<file path="config.mk">
export PLATFORM = sky130hd
export DESIGN_NAME = lbp_engine_param
export DESIGN_NICKNAME = d
export VERILOG_FILES = /design/src/rtl/lbp_engine_param.sv
export SDC_FILE = /design/constraint.sdc
export NUM_CORES = 1
export LEC_CHECK = 0
export BUFFER_PORTS_ARGS = -buffer_cell sky130_fd_sc_hd__buf_4
export CELL_PAD_IN_SITES_DETAIL_PLACEMENT = 0
export CELL_PAD_IN_SITES_GLOBAL_PLACEMENT = 1
export CORE_ASPECT_RATIO = 0.9
export CORE_MARGIN = 2
export CORE_UTILIZATION = 40
export CTS_CLUSTER_SIZE = 10
export DETAILED_ROUTE_END_ITERATION = 8
export PLACE_DENSITY = 0.67
export SKIP_LAST_GASP = 1
export SLEW_MARGIN = 20
export SYNTH_ARGS = -nofsm -noshare
export SYNTH_HDL_FRONTEND = slang
export SYNTH_SLANG_ARGS = --single-unit
</file>
<file path="constraint.sdc">
create_clock -name clk -period 3.7 [get_ports clk]
set_clock_uncertainty 0.1 [all_clocks]
set_input_delay 0.555 -clock clk [delete_from_list [all_inputs] [get_ports clk]]
set_output_delay 0.555 -clock clk [all_outputs]
set_load 0.005 [all_outputs]
</file>
<file path="src/rtl/lbp_engine_param.sv">
// 3x3 LBP engine over a 2**ROW_W x 2**COL_W image; LBP_UNIFORM_EN selects the uniform rotation-invariant code.
// Latency: 11 cycles for a row-start pixel, 5 cycles for each following pixel, 1 cycle per border write.
// Backpressure: gray_ready low holds the read sequence; accepted reads still land one cycle later.
module lbp_engine_param #(
  parameter int COL_W       = 7,
  parameter int ROW_W       = 7,
  parameter int DATA_W      = 8,
  parameter int ZERO_BORDER = 1
) (
  input  logic                   clk,
  input  logic                   reset,
  output logic [COL_W+ROW_W-1:0] gray_addr,
  output logic                   gray_req,
  input  logic                   gray_ready,
  input  logic [DATA_W-1:0]      gray_data,
  output logic [COL_W+ROW_W-1:0] lbp_addr,
  output logic                   lbp_valid,
  output logic [7:0]             lbp_data,
  output logic                   finish
);

  localparam int W = 1 << COL_W;
  localparam int H = 1 << ROW_W;
  localparam bit HAS_INTERIOR = (W > 2) && (H > 2);
  localparam logic [COL_W-1:0] C_LAST_IN = COL_W'(W - 2);
  localparam logic [ROW_W-1:0] R_LAST_IN = ROW_W'(H - 2);
  localparam logic [COL_W-1:0] C_MAX = '1;
  localparam logic [ROW_W-1:0] R_MAX = '1;

  typedef enum logic [2:0] {
    S_IDLE, S_FILL, S_SHIFT, S_CALC, S_BORDER, S_DONE
  } state_t;

  state_t state;

  logic [ROW_W-1:0] row;
  logic [COL_W-1:0] col;
  logic [1:0]       iss_r, iss_c;
  logic             iss_done;
  logic             cap_vld;
  logic [1:0]       cap_r, cap_c;
  logic [1:0]       bph;
  // window indexed [col][row], col 0 = c-1, row 0 = r-1
  logic [2:0][2:0][DATA_W-1:0] win, win_nxt;

  logic             req_en;
  logic             accept;
  logic [ROW_W-1:0] rd_row;
  logic [COL_W-1:0] rd_col;
  logic [ROW_W-1:0] brow;
  logic [COL_W-1:0] bcol;
  logic [7:0]       code_nxt;

  assign req_en    = ((state == S_FILL) || (state == S_SHIFT)) && !iss_done;
  assign gray_req  = req_en & gray_ready;
  assign accept    = gray_req;
  assign rd_row    = row - ROW_W'(1) + ROW_W'(iss_r);
  assign rd_col    = col - COL_W'(1) + COL_W'(iss_c);
  assign gray_addr = req_en ? {rd_row, rd_col} : '0;
  assign brow      = lbp_addr[COL_W +: ROW_W];
  assign bcol      = lbp_addr[COL_W-1:0];

  always_comb begin
    win_nxt = win;
    if (cap_vld) win_nxt[cap_c][cap_r] = gray_data;
  end

  function automatic logic [7:0] raw_code(input logic [2:0][2:0][DATA_W-1:0] w);
    logic [DATA_W-1:0] ctr;
    ctr = w[1][1];
    raw_code = {w[2][2] >= ctr, w[1][2] >= ctr, w[0][2] >= ctr, w[2][1] >= ctr,
                w[0][1] >= ctr, w[2][0] >= ctr, w[1][0] >= ctr, w[0][0] >= ctr};
  endfunction

`ifdef LBP_UNIFORM_EN
  function automatic logic [7:0] map_code(input logic [7:0] b);
    logic [7:0] ring;
    logic [3:0] trans;
    logic [3:0] ones;
    // clockwise walk around the neighbourhood starting at top-left
    ring  = {b[3], b[5], b[6], b[7], b[4], b[2], b[1], b[0]};
    trans = '0;
    ones  = '0;
    for (int i = 0; i < 8; i++) begin
      trans = trans + {3'b000, ring[i] ^ ring[(i + 1) % 8]};
      ones  = ones + {3'b000, b[i]};
    end
    map_code = (trans <= 4'd2) ? {4'b0000, ones} : 8'd9;
  endfunction
`else
  function automatic logic [7:0] map_code(input logic [7:0] b);
    map_code = b;
  endfunction
`endif

  assign code_nxt = map_code(raw_code(win_nxt));

  always_ff @(posedge clk or negedge reset) begin
    if (!reset) begin
      state     <= S_IDLE;
      row       <= '0;
      col       <= '0;
      iss_r     <= '0;
      iss_c     <= '0;
      iss_done  <= 1'b0;
      cap_vld   <= 1'b0;
      cap_r     <= '0;
      cap_c     <= '0;
      bph       <= '0;
      win       <= '0;
      lbp_addr  <= '0;
      lbp_valid <= 1'b0;
      lbp_data  <= '0;
      finish    <= 1'b0;
    end else begin
      cap_vld <= accept;
      if (accept) begin
        cap_r <= iss_r;
        cap_c <= iss_c;
        if (iss_r == 2'd2) begin
          iss_r <= 2'd0;
          if (iss_c == 2'd2) iss_done <= 1'b1;
          else               iss_c    <= iss_c + 2'd1;
        end else begin
          iss_r <= iss_r + 2'd1;
        end
      end
      win <= win_nxt;

      case (state)
        S_IDLE: begin
          if (gray_ready) begin
            if (HAS_INTERIOR) begin
              state    <= S_FILL;
              row      <= ROW_W'(1);
              col      <= COL_W'(1);
              iss_r    <= 2'd0;
              iss_c    <= 2'd0;
              iss_done <= 1'b0;
            end else if (ZERO_BORDER != 0) begin
              state     <= S_BORDER;
              bph       <= 2'd0;
              lbp_valid <= 1'b1;
              lbp_addr  <= '0;
              lbp_data  <= '0;
            end else begin
              state  <= S_DONE;
              finish <= 1'b1;
            end
          end
        end

        S_FILL, S_SHIFT: begin
          // bottom-right tap is always the last read of both FILL and SHIFT
          if (cap_vld && (cap_r == 2'd2) && (cap_c == 2'd2)) begin
            state     <= S_CALC;
            lbp_valid <= 1'b1;
            lbp_addr  <= {row, col};
            lbp_data  <= code_nxt;
          end
        end

        S_CALC: begin
          lbp_valid <= 1'b0;
          lbp_addr  <= '0;
          lbp_data  <= '0;
          if (col != C_LAST_IN) begin
            state    <= S_SHIFT;
            col      <= col + COL_W'(1);
            win[0]   <= win[1];
            win[1]   <= win[2];
            iss_r    <= 2'd0;
            iss_c    <= 2'd2;
            iss_done <= 1'b0;
          end else if (row != R_LAST_IN) begin
            state    <= S_FILL;
            row      <= row + ROW_W'(1);
            col      <= COL_W'(1);
            iss_r    <= 2'd0;
            iss_c    <= 2'd0;
            iss_done <= 1'b0;
          end else if (ZERO_BORDER != 0) begin
            state     <= S_BORDER;
            bph       <= 2'd0;
            lbp_valid <= 1'b1;
          end else begin
            state  <= S_DONE;
            finish <= 1'b1;
          end
        end

        S_BORDER: begin
          lbp_data <= '0;
          case (bph)
            2'd0: begin
              if (bcol == C_MAX) begin
                bph      <= 2'd1;
                lbp_addr <= {R_MAX, COL_W'(0)};
              end else begin
                lbp_addr <= {brow, bcol + COL_W'(1)};
              end
            end
            2'd1: begin
              if (bcol != C_MAX) begin
                lbp_addr <= {brow, bcol + COL_W'(1)};
              end else if (H > 2) begin
                bph      <= 2'd2;
                lbp_addr <= {ROW_W'(1), COL_W'(0)};
              end else begin
                state     <= S_DONE;
                finish    <= 1'b1;
                lbp_valid <= 1'b0;
                lbp_addr  <= '0;
              end
            end
            2'd2: begin
              if (brow == R_LAST_IN) begin
                bph      <= 2'd3;
                lbp_addr <= {ROW_W'(1), C_MAX};
              end else begin
                lbp_addr <= {brow + ROW_W'(1), bcol};
              end
            end
            default: begin
              if (brow == R_LAST_IN) begin
                state     <= S_DONE;
                finish    <= 1'b1;
                lbp_valid <= 1'b0;
                lbp_addr  <= '0;
              end else begin
                lbp_addr <= {brow + ROW_W'(1), bcol};
              end
            end
          endcase
        end

        S_DONE: begin
          lbp_valid <= 1'b0;
          lbp_data  <= '0;
        end

        default: state <= S_IDLE;
      endcase
    end
  end

endmodule
</file>
### After elaboration in Yosys (flattened, before gate mapping)

Index checks and enable logic that the tools add are counted.

* bits of input ports: 11
* logic and storage cells: 169
* register bits after elaboration: 125

* magnitude comparators: 12
* reductions and logical operators: 26
* muxes and demuxes: 65
* add/subtract/negate cells: 10
* equality and inequality tests: 29
* bitwise operators: 3

Operators by type and width (count)
* 48-bit two-way mux: 2
* 14-bit two-way mux: 6
* 14-bit one-hot mux with 3 select lines: 2
* 72-bit bitwise mux: 1
* 72-bit two-way mux: 1
* 8-bit greater-or-equal comparator: 8
* 24-bit demux with 2-bit select: 1
* 7-bit two-way mux: 5
* 2-bit two-way mux: 16
* 7-bit by 1-bit adder with 7-bit output (second input constant): 4
* 7-bit one-hot mux with 2 select lines: 2
* 24-bit two-way mux: 1
* 7-bit != test (second input constant): 3
* 3-bit two-way mux: 6
* 8-bit demux with 2-bit select: 1
* 8-bit two-way mux: 2
* 8-bit one-hot mux with 2 select lines: 1
* 4-bit AND reduction: 4
* 3-bit one-hot mux with 5 select lines: 1
* 7-bit by 2-bit adder with 7-bit output: 2
* 7-bit equality test (second input constant): 2
* 2-bit != test (second input constant): 7
* 7-bit by 1-bit subtractor with 7-bit output (second input constant): 2
* 3-bit != test (second input constant): 4
* other kinds (30): 61

### Logic depth before layout (Yosys ltp)

Gate-level depths: netlist of run 1.

* depth after elaboration: 11
* depth in mapped cells: 10
* mapped depth without buffers: 9

### Worst setup path after synthesis of run 1

No wires, ideal clock.

* kind: reg2reg
* start: reg cap_r[1]
* end: reg lbp_data[3]
* arrival: 2.866 ns
* cell stages (with the launch flop): 11
* period minus slack after synthesis: 3.098 ns
* path slack: 0.602 ns
* cells stage by stage: dfrtp_1 nand3b_1 nor2_1 buf_4 mux2i_1 ha_1 and2_0 a221oi_1 o21ai_0 a2111oi_1 nor2_1

* longest elaborated chain between the ends: 11

Ends and longest elaborated chain
* start: declaration: line 41 `logic [1:0] cap_r, cap_c;`
* start signal: assignment: line 118 `cap_r <= iss_r;`
* 2-bit by 3-bit less-than comparator with 1-bit output (implied by the code) / 2-bit by 1-bit greater-or-equal comparator with 1-bit output (equally long branches): line 65 `if (cap_vld) win_nxt[cap_c][cap_r] = gray_data;`
* 1-bit logical AND (implied by the code): line 65
* 8-bit two-way mux (implied by the code): line 65
* 8-bit demux with 2-bit select: line 65
* 24-bit two-way mux (implied by the code): line 65
* 24-bit demux with 2-bit select: line 65
* 72-bit bitwise mux: line 65
* 72-bit two-way mux: line 65
* 8-bit greater-or-equal comparator: line 72 `w[0][1] >= ctr, w[2][0] >= ctr, w[1][0] >= ctr, w[0][0] >= ctr};`
* 8-bit two-way mux: line 155 `if (cap_vld && (cap_r == 2'd2) && (cap_c == 2'd2)) begin`
* 8-bit one-hot mux with 2 select lines: line 130 `case (state)`
* end signal: assignment: line 159 `lbp_data <= code_nxt;`
* end: declaration: line 18 `output logic [7:0] lbp_data,`

Parallel ways exist; a longest one is shown, timed or not. The select of a mux whose other input is x is not followed.
A chain may end at the register's enable or synchronous reset.

### Worst setup path in the final report of run 1

* start: reg col[1]
* end: out gray_addr[5]

* longest elaborated chain between the ends: 3

Ends and longest elaborated chain
* start: declaration: line 37 `logic [COL_W-1:0] col;`
* start signal: assignment: line 169 `col <= col + COL_W'(1);`
* 7-bit by 1-bit subtractor with 7-bit output: line 58 `assign rd_col = col - COL_W'(1) + COL_W'(iss_c);`
* 7-bit by 2-bit adder with 7-bit output: line 58
* 14-bit two-way mux: line 59 `assign gray_addr = req_en ? {rd_row, rd_col} : '0;`
* end: declaration: line 12 `output logic [COL_W+ROW_W-1:0] gray_addr,`

No other way between the ends.

==> results of run 1 <==
## per-layer routing
| layer | up-vias | GRT usage |
|---|---|---|
| li1 | 3272 | - |
| met1 | 3277 | 0.347 |
| met2 | 119 | 0.303 |
| met3 | 18 | 0.0358 |
| met4 | 0 | 0.0526 |
| met5 | - | 0 |
## through the flow
stage                     instance area [sq um]  worst slack, ps  total power, mW  utilization
after floorplan                            8540              602             5.16            -
after global placement                     9330              622             6.51        0.447
after detailed placement                   9330              536             6.52        0.447
after CTS                                  9970              315             8.38        0.477
after global routing                       9970              189             9.03        0.477
final                                      9970              356             8.34        0.477
## power groups by stage
stage	clock network [mW]	registers, mW	logic (mW)
CTS	1.84	2.26	4.28
detailed placement	0	2.28	4.25
global placement	0	2.27	4.24
floorplan	0	2.13	3.02
global route	1.91	2.33	4.79
finish	1.81	2.26	4.27
## Yosys cell counts (10+ instances only)
cell	number	area, sq um
a21oi_1	58	290
nand4_1	10	62.6
ha_1	87	1090
xnor2_1	18	158
nand2_1	48	180
dfrtp_1	125	3130
inv_1	37	139
buf_2	12	60.1
mux2_2	81	912
nand3_1	18	90.1
mux2i_1	21	210
xor2_1	10	87.6
nand2b_1	13	81.3
o21ai_0	40	200
nor2_1	82	308
nor3_1	15	75.1
## critical path: cells and delay by family, from the launching register on
kind / cells / cell delay [ps]
DFF: 1 / 500
xor gates and xnor gates: 1 / 170
and+or+nand+nor: 1 / 60
adders and majority gates: 3 / 900
buffers and inverters: 3 / 290
AOI/OAI and AO/OA: 2 / 340
## final timing paths
check | from | end | depth (start not counted)
max | col[1] | gray_addr[5] | 10
min in group clk | gray_data[0] | win[64] | 3
max in group asynchronous | reset | cap_r[0] | 2
min reg2reg | win[67] | win[43] | 1
min | reset | lbp_addr[6] | 1
max reg2reg | cap_r[1] | lbp_data[3] | 11
## cell families (layout without fill, tap and decap cells)
| kind of cell | after synthesis | count (layout) | synth area share |
|---|---|---|---|
| adder cells (fa/ha/maj) | 89 | 89 | 0.132 |
| XOR/XNOR | 28 | 28 | 0.0287 |
| flip-flops | 125 | 125 | 0.366 |
| multiplexers | 102 | 102 | 0.131 |
| buffers and inverters | 68 | 145 | 0.0349 |
| AO/OA/AOI/OAI | 201 | 201 | 0.158 |
| AND/OR/NAND/NOR | 238 | 238 | 0.149 |
## area by class of cell
type	count	area, sq um	share of cell area
flip-flops and latches	125	3130	0.314
well taps	286	358	0.0359
clock inverters	11	164	0.0164
inverters	37	139	0.0139
clock buffers	21	470	0.0472
repair buffers	76	587	0.0589
multi-input cells	658	5120	0.514
## state kept, by name (all words and copies together), names as in the netlist
register and flops:
iss_done 1, cap_vld 1, finish 1, cap_c 2
col 7, win 72, lbp_valid 1, bph 2
lbp_data 8, iss_c 2, row 7, state 3
lbp_addr 14, cap_r 2, iss_r 2
==> key figures, run 1 <==
Power and ir drop
  – Lkg Pwr: 4.51 nW
  – Internal power summed over all cells: 5.04 mW
  – Highest ir drop seen on vdd: 0.319 mV
  – Switching Power: 3.30 mW
  – Power per cell area: 837 nW/um^2
  – Clock Power Share: 0.217
  – Switching Fraction: 0.396
  – Sequential cell fraction of total power: 0.271
  – Comb pwr share: 0.512

Logic synthesis
  – Part of the Yosys area used for sequential elements: 0.366
  – Average size of a mapped cell: 10.0 sq um
  – Main synth FF type: dfrtp_1
  – Distinct cells, synth: 83
  – Netlist area before placement: 8540 sq um
  – Mapped Nets: 951
  – Gate count after technology mapping: 851
  – Async set-or-reset flop fraction in the synthesized netlist: 1.00
  – Count of flip-flops with a built-in enable after synthesis: 0
  – Number of register bits inferred by synthesis: 125
  – Synth warn: 0

Global route
  – Pin count of the biggest net entering global routing: 66
  – Antenna violations before repair: 0
  – First-pass GRT wire length: 37.5 mm
  – Remaining global-route overflow: 0
  – Number of global-route vias before repair: 6560
  – Overall Global Routing Usage: 0.218

Critical path
  – Crit path largest cell delay: 500 ps
  – Launching element type of the critical path: register
  – Critical path data required time: 3040 ps
  – Arrival time of data at the critical path endpoint: 2690 ps
  – Cells traversed along the worst timing path: inv_1 -> ha_1 -> inv_1 -> ha_1 -> fa_1 -> a21o_1 -> a21oi_1 -> xor2_1 -> nor2_1 -> buf_4
  – Setup CP Type: reg2out
  – Minimum setup slack among reg-to-reg paths: 520 ps
  – Type of destination of the critical path: output pin
  – Worst path slowest cell: dfrtp_1
  – Critical path fanouts, max: 5

Layout
  – Share of post-route cells with drive strength above 1: 0.233
  – Most common library cell in the layout ignoring fill and taps: dfrtp_1
  – Final-layout fill cell count: 2032
  – Non-filler instance count after layout: 1214
  – Area grow syn2layout: 16.6%
  – Antenna Diode Count: 0
  – # nets final: 1015
  – Highest-count cells in the layout ignoring fill and taps: 125 x dfrtp_1, 87 x ha_1, 82 x nor2_1

STA
  – Setup repair after global routing missed its margin: false
  – Final hold slack: 30.1 ps
  – Maximum clock rate: 299 MHz
  – Setup tns final: 0 ps
  – Part of the cycle the worst path needs: 0.904
  – Number of failing hold endpoints at the final stage: 0
  – Setup-failing EPs final: 0
  – Transition time at the pin with the least slew margin: 914 ps
  – Count of final max-slew check failures: 0
  – Worst rel slew slack: 0.390
  – Min cycle time layout: 3340 ps

Detailed routing
  – Total iterations of the first detailed-routing run: 5
  – Post-detailed-route count of antenna-violating nets: 0
  – Vias per inst: 5.51
  – Number of DRC markers after the initial detailed-route iteration: 413
  – Met3 wire length: 785 um
  – Routed wire length: 23.1 mm
  – Highest routing layer actually used: met4
  – Number of vias in the routed layout: 6686
  – Metal1 wirelength: 12.7 mm
  – DRC: 0
  – Detailed route wirelength on metal2: 9.37 mm
  – Routed wire length per instance: 19.0 um

CTS
  – Clock tree from TritonCTS: done
  – Number of levels in the clock H-tree: 4
  – Resized cells post-CTS: 0
  – CTS sink cnt: 125
  – Clock latency of the later-clocked register in the worst-skew pair: 430 ps
  – Clock root buffer master: clkbuf_16
  – Clock slew at reported path FFs: 60 ps
  – Number of setup buffers added after CTS: 0
  – Buffers from clock root to sink, at most: 2
  – TritonCTS buffer count: 17
  – Number of hold buffers added after CTS: 0

Die
  – Site row count: 50
  – Core box area: 20900 sq um
  – Die Outline Area: 22500 sq um
  – Starting density of the core: 0.409
  – Die height: 143 um
  – X dimension of the die: 158 um
  – Number of I/O pins: 50

Placement
  – Final Wtd Congestion: 0.870
  – Count of input and output buffers: 49
  – Number of placed cells counting well taps: 1182
  – Estimated wirelength of the detail-placed design: 17.3 mm

Job
  – Max Cap Viol: 0

Outcome
  – Status: finished, final reports clean

Hold path
  – Min-delay worst type: in2async
Power figures use the tool's default switching activity.
==> run 2, diff against run 1 <==
Settings changed: CORE_UTILIZATION 40 to 36, PLACE_DENSITY 0.67 to 0.61.
==> run 2 against run 1 <==
Cell count is 0.99% higher. Maximum frequency down 0.65%. Count of clock-buffer cells in the layout fell by 3. Via count down 1.5%. Wire length rose by 1.8%. Clock power about the same. Sequential cell count stayed put. Hold slack lost 29 ps. Utilization down 5.1 points. Non-clock buffer count decreased by 4. Combinational power fell by 0.9%. Power fell by 0.55%. Largest power group unchanged. Highest routed layer unchanged.
==> key figures, run 2 (same netlist as run 1, synthesis figures left out) <==
Die
  – Site row count: 53 (+6.0%)
  – Number of I/O pins: 50 (unchanged)
  – Core box area: 23300 sq um (+12%)
  – Die height: 150 um (+5.3%)
  – Die Outline Area: 25000 sq um (+11%)
  – Starting density of the core: 0.366 (-0.0429)
  – X dimension of the die: 166 um (+5.3%)

CTS
  – TritonCTS buffer count: 17 (unchanged)
  – Clock slew at reported path FFs: 60 ps (about the same)
  – Clock root buffer master: clkbuf_16
  – Number of levels in the clock H-tree: 4 (unchanged)
  – Number of setup buffers added after CTS: 0 (unchanged)
  – Clock tree from TritonCTS: done
  – CTS sink cnt: 125 (unchanged)
  – Buffers from clock root to sink, at most: 2 (unchanged)
  – Clock latency of the later-clocked register in the worst-skew pair: 420 ps (about the same)
  – Resized cells post-CTS: 0 (unchanged)
  – Number of hold buffers added after CTS: 0 (unchanged)

Global route
  – Overall Global Routing Usage: 0.195 (-0.0231)
  – Remaining global-route overflow: 0 (unchanged)
  – Antenna violations before repair: 0 (unchanged)
  – Number of global-route vias before repair: 6383 (-2.7%)
  – Pin count of the biggest net entering global routing: 62 (-6.1%)
  – First-pass GRT wire length: 37.4 mm (-0.26%)

Critical path
  – Critical path data required time: 3040 ps (about the same)
  – Setup CP Type: reg2out
  – Logic depth of the worst register-to-register path: 9 (-2)
  – Crit path largest cell delay: 510 ps (about the same)
  – Cells traversed along the worst timing path: inv_1 -> ha_1 -> inv_1 -> ha_1 -> fa_1 -> a21o_1 -> a21oi_1 -> xor2_1 -> nor2_1 -> buf_4
  – Worst path slowest cell: dfrtp_1
  – Capture point of the worst reg-to-reg path: lbp_data[3]
  – Critical path fanouts, max: 5 (unchanged)
  – Minimum setup slack among reg-to-reg paths: 550 ps (+30 ps)
  – Arrival time of data at the critical path endpoint: 2710 ps (+20 ps)
  – Launching element type of the critical path: register
  – Start of the worst register-to-register path: cap_r[1]
  – Crit path buffers/inverters: 3 (unchanged)
  – CP top delay family: adder cells
  – Type of destination of the critical path: output pin

STA
  – Setup tns final: 0 ps (unchanged)
  – Worst setup margin: 334 ps (-21.8 ps)
  – Setup repair after global routing missed its margin: false
  – Worst rel slew slack: 0.322 (-0.0682)
  – Count of final max-slew check failures: 0 (unchanged)
  – Setup-failing EPs final: 0 (unchanged)
  – Part of the cycle the worst path needs: 0.910 (+0.00590)
  – Number of failing hold endpoints at the final stage: 0 (unchanged)
  – Transition time at the pin with the least slew margin: 1020 ps (+102 ps)
  – Maximum clock rate: 297 MHz (-0.65%)
  – Min cycle time layout: 3370 ps (+21.8 ps)

Detailed routing
  – Number of DRC markers after the initial detailed-route iteration: 462 (+12%)
  – Routed wire length per instance: 19.2 um (+0.82%)
  – Post-detailed-route count of antenna-violating nets: 0 (unchanged)
  – Routed wire length: 23.5 mm (+1.8%)
  – Number of vias in the routed layout: 6589 (-1.5%)
  – Vias per inst: 5.37 (-2.4%)
  – DRC: 0 (unchanged)
  – Total iterations of the first detailed-routing run: 4 (-1)

Layout
  – Area taken by flip-flops and latches: 3130 sq um (unchanged)
  – Number of flip-flops in the largest register: 72 (unchanged)
  – Antenna Diode Count: 0 (unchanged)
  – Largest registers ranked by flip-flop count: win x72, lbp_addr x14, lbp_data x8
  – Area grow syn2layout: 16.5%
  – Area of the multi-input gates: 5120 sq um (unchanged)
  – Most common library cell in the layout ignoring fill and taps: dfrtp_1
  – Most flops, register: win
  – Final-layout fill cell count: 2303 (+13%)
  – # nets final: 1011 (-0.39%)
  – Highest-count cells in the layout ignoring fill and taps: 125 x dfrtp_1, 87 x ha_1, 82 x nor2_1
  – Post-route cell area: 9950 sq um (-0.14%)
  – Share of post-route cells with drive strength above 1: 0.231 (-0.00224)

Placement
  – Final Wtd Congestion: 0.816 (-6.3%)
  – Count of input and output buffers: 49 (unchanged)
  – Pre-CTS WS: 549 ps (+13.1 ps)
  – Post-placement cell area: 9320 sq um (-0.11%)
  – Estimated wirelength of the detail-placed design: 17.7 mm (+2.0%)

Power and ir drop
  – Lkg Pwr: 4.49 nW (-0.41%)
  – Power after layout: 8.29 mW (-0.55%)
  – Highest ir drop seen on vdd: 0.302 mV (-5.2%)
  – Power per cell area: 833 nW/um^2 (-0.41%)

Outcome
  – Status: finished, final reports clean

Hold path
  – Min-delay worst type: in2async

Job
  – Max Cap Viol: 0 (unchanged)
## run 2: cell count changes in the layout (fill, tap and decap cells not counted), sizes merged
cell | before | now
clkinvlp | 2 | 1
clkbuf | 21 | 18
clkinv | 5 | 7
inv | 37 | 39
buf | 76 | 72
## run 2: worst max path at each step
stage / start / end / slack [ps] / depth (start not counted)
final: col[1] / gray_addr[5] / 330 / 10
after floorplan: cap_r[1] / lbp_data[3] / 600 / 10
after detailed placement: cap_r[1] / lbp_data[3] / 550 / 9
after global routing: col[1] / gray_addr[5] / 190 / 10
after global placement: cap_r[1] / lbp_data[3] / 590 / 9
after CTS: col[1] / gray_addr[5] / 310 / 10
## run 2: layout make-up
class                      count  share of cell area
timing repair buffer          72              0.0559
tap                          302              0.0380
clock buffer                  18              0.0441
sequential                   125               0.314
inverter                      37              0.0140
clock inverter                14              0.0192
multi-input combinational    658               0.515
## run 2: metal layers
layer,vias up,global-route usage,share of wire
met2,95,0.271,0.41
li1,3267,-,-
met5,-,0,0
met4,0,0.0530,0.012
met1,3211,0.309,0.56
met3,16,0.0297,0.022
## run 2: stage by stage
stage / instances / utilization / hold WS, ps
floorplan: 851 / - / 159
global placement: 1194 / 0.399 / 384
detailed placement: 1194 / 0.399 / 387
CTS: 1226 / 0.426 / 26.5
global route: 1226 / 0.426 / 42.0
finish: 1226 / 0.426 / 1.47
## run 2: power by group
| part | switching, mW | internal (mW) |
|---|---|---|
| clock network | 0.661 | 1.15 |
| registers | 0.376 | 1.88 |
| logic | 2.28 | 1.95 |
| total | 3.31 | 4.98 |
==> run 3, diff against run 2 <==
Settings changed: CORE_UTILIZATION 36 to 35, PLACE_DENSITY 0.61 to 0.6.
==> run 3 against run 2 <==
The flow now finishes with violations (negative hold slack). Non-clock buffer count rose by 1. Die area rose by 2.8%. Cell area fell by 0.57%. Worst setup slack improved by 9.1 ps. Critical path depth did not move. Sequential power barely moved. Clock power fell by 12%. Cell count rose by 0.49%. Critical path type unchanged. Critical endpoint unchanged. Largest power group unchanged.
==> key figures, run 3 (same netlist as run 1, synthesis figures left out) <==
Outcome
  – Status: finished with violations
  – Violations in the final reports: negative hold slack

STA
  – Number of failing hold endpoints at the final stage: 9 (+9)
  – Final hold slack: -22.2 ps (-23.6 ps)
  – Setup repair after global routing missed its margin: false
  – Maximum clock rate: 298 MHz (+0.27%)
  – Setup-failing EPs final: 0 (unchanged)
  – Min cycle time layout: 3360 ps (-9.05 ps)
  – Part of the cycle the worst path needs: 0.907 (-0.00245)
  – Setup tns final: 0 ps (unchanged)
  – Transition time at the pin with the least slew margin: 901 ps (-115 ps)
  – Worst setup margin: 343 ps (+9.05 ps)
  – Worst rel slew slack: 0.399 (+0.0768)
  – Count of final max-slew check failures: 0 (unchanged)

CTS
  – Resized cells post-CTS: 0 (unchanged)
  – Clock slew at reported path FFs: 70 ps (about the same)
  – TritonCTS buffer count: 17 (unchanged)
  – Buffers from clock root to sink, at most: 2 (unchanged)
  – Number of hold buffers added after CTS: 0 (unchanged)
  – Clock latency of the later-clocked register in the worst-skew pair: 430 ps (about the same)
  – Clock tree from TritonCTS: done
  – Clock root buffer master: clkbuf_16
  – CTS sink cnt: 125 (unchanged)
  – Number of levels in the clock H-tree: 4 (unchanged)
  – Number of setup buffers added after CTS: 0 (unchanged)

Layout
  – Most common library cell in the layout ignoring fill and taps: dfrtp_1
  – Share of post-route cells with drive strength above 1: 0.231 (unchanged)
  – Highest-count cells in the layout ignoring fill and taps: 125 x dfrtp_1, 87 x ha_1, 82 x nor2_1
  – # nets final: 1012 (+0.099%)
  – Most flops, register: win
  – Final-layout fill cell count: 2359 (+2.4%)
  – Largest registers ranked by flip-flop count: win x72, lbp_addr x14, lbp_data x8
  – Non-filler instance count after layout: 1232 (+0.49%)
  – Number of flip-flops in the largest register: 72 (unchanged)
  – Share of the core filled with cells in the final layout: 0.410 (-0.0161)
  – Area grow syn2layout: 15.8%
  – Antenna Diode Count: 0 (unchanged)

Power and ir drop
  – Highest ir drop seen on vdd: 0.348 mV (+15%)
  – Power per cell area: 820 nW/um^2 (-1.6%)
  – Lkg Pwr: 4.46 nW (-0.76%)

Detailed routing
  – Routed wire length: 23.7 mm (+0.91%)
  – Total iterations of the first detailed-routing run: 5 (+1)
  – Number of vias in the routed layout: 6665 (+1.2%)
  – Post-detailed-route count of antenna-violating nets: 0 (unchanged)
  – Routed wire length per instance: 19.2 um (+0.42%)
  – Vias per inst: 5.41 (+0.66%)
  – DRC: 0 (unchanged)
  – Number of DRC markers after the initial detailed-route iteration: 307 (-34%)

Die
  – Die height: 152 um (+1.4%)
  – Starting density of the core: 0.354 (-0.0118)
  – Site row count: 54 (+1.9%)
  – Core box area: 24100 sq um (+3.3%)
  – Number of I/O pins: 50 (unchanged)
  – Die Outline Area: 25700 sq um (+2.8%)
  – X dimension of the die: 169 um (+1.4%)

Global route
  – Number of global-route vias before repair: 6603 (+3.4%)
  – Remaining global-route overflow: 0 (unchanged)
  – First-pass GRT wire length: 38.0 mm (+1.5%)
  – Pin count of the biggest net entering global routing: 57 (-8.1%)
  – Antenna violations before repair: 0 (unchanged)
  – Overall Global Routing Usage: 0.191 (-0.00431)

Critical path
  – Type of destination of the critical path: output pin
  – Critical path data required time: 3040 ps (about the same)
  – Cells traversed along the worst timing path: inv_1 -> ha_1 -> inv_1 -> ha_1 -> fa_1 -> a21o_1 -> a21oi_1 -> xor2_1 -> nor2_1 -> buf_4
  – Worst path slowest cell: dfrtp_1
  – Launching element type of the critical path: register
  – Setup CP Type: reg2out
  – Crit path largest cell delay: 520 ps (about the same)
  – Arrival time of data at the critical path endpoint: 2700 ps (about the same)
  – Critical path fanouts, max: 5 (unchanged)

Job
  – Max Cap Viol: 0 (unchanged)

Placement
  – Pre-CTS WS: 406 ps (-143 ps)
  – Count of input and output buffers: 49 (unchanged)
  – Number of placed cells counting well taps: 1201 (+0.59%)
  – Estimated wirelength of the detail-placed design: 17.8 mm (+0.67%)
  – Final Wtd Congestion: 0.817 (+0.11%)

Hold path
  – Min-delay worst type: in2async
run 3: path summary, 6_finish.rpt:
path                              start  depth (start not counted)      endpoint  slack (ps)
min in group clk           gray_data[0]                          3       win[64]         350
hold reg to reg                 win[43]                          1       win[19]         400
setup / recovery                 col[1]                         10  gray_addr[5]         340
setup reg to reg               cap_r[1]                          9   lbp_data[0]         400
max in group asynchronous         reset                          2      iss_r[1]        2710
hold / removal                    reset                          1   lbp_addr[4]         -20
run 3: area by class of cell:
cell class,instances,area [sq um],area share
multi-input combinational,658,5120,0.517
sequential,125,3130,0.316
timing repair buffer,73,577,0.0583
clock buffer,17,425,0.0430
tap,308,385,0.0389
inverter,37,139,0.0140
clock inverter,14,121,0.0123
run 3: power breakdown:
group	switching (mW)	total, mW	internal, mW
Clock	0.667	1.59	0.918
Combinational	2.30	4.27	1.97
Sequential	0.374	2.26	1.88
run 3: per-stage QoR:
step | total power, mW | area, sq um
2_1_floorplan | 5.16 | 8540
3_3_place_gp | 6.55 | 9350
3_5_place_dp | 6.55 | 9350
4_1_cts | 8.18 | 9900
5_1_grt | 8.84 | 9900
6_report | 8.11 | 9900
run 3: worst max-delay path, delay by kind of cell (launching register included):
| family | cells | cell delay (ps) |
|---|---|---|
| xor+xnor | 1 | 160 |
| compound gates | 2 | 340 |
| simple gates | 1 | 50 |
| flops | 1 | 520 |
| fa+ha+maj | 3 | 910 |
| buf+inv | 3 | 290 |
run 3: per-layer routing:
layer | share of wire | wire, um | global-route usage | vias to the layer above
met2 | 0.43 | 10200 | 0.278 | 106
met4 | 0.0089 | 210 | 0.0411 | 0
met5 | 0 | 0 | 0 | -
li1 | - | - | - | 3268
met1 | 0.53 | 12600 | 0.291 | 3273
met3 | 0.031 | 728 | 0.0369 | 18
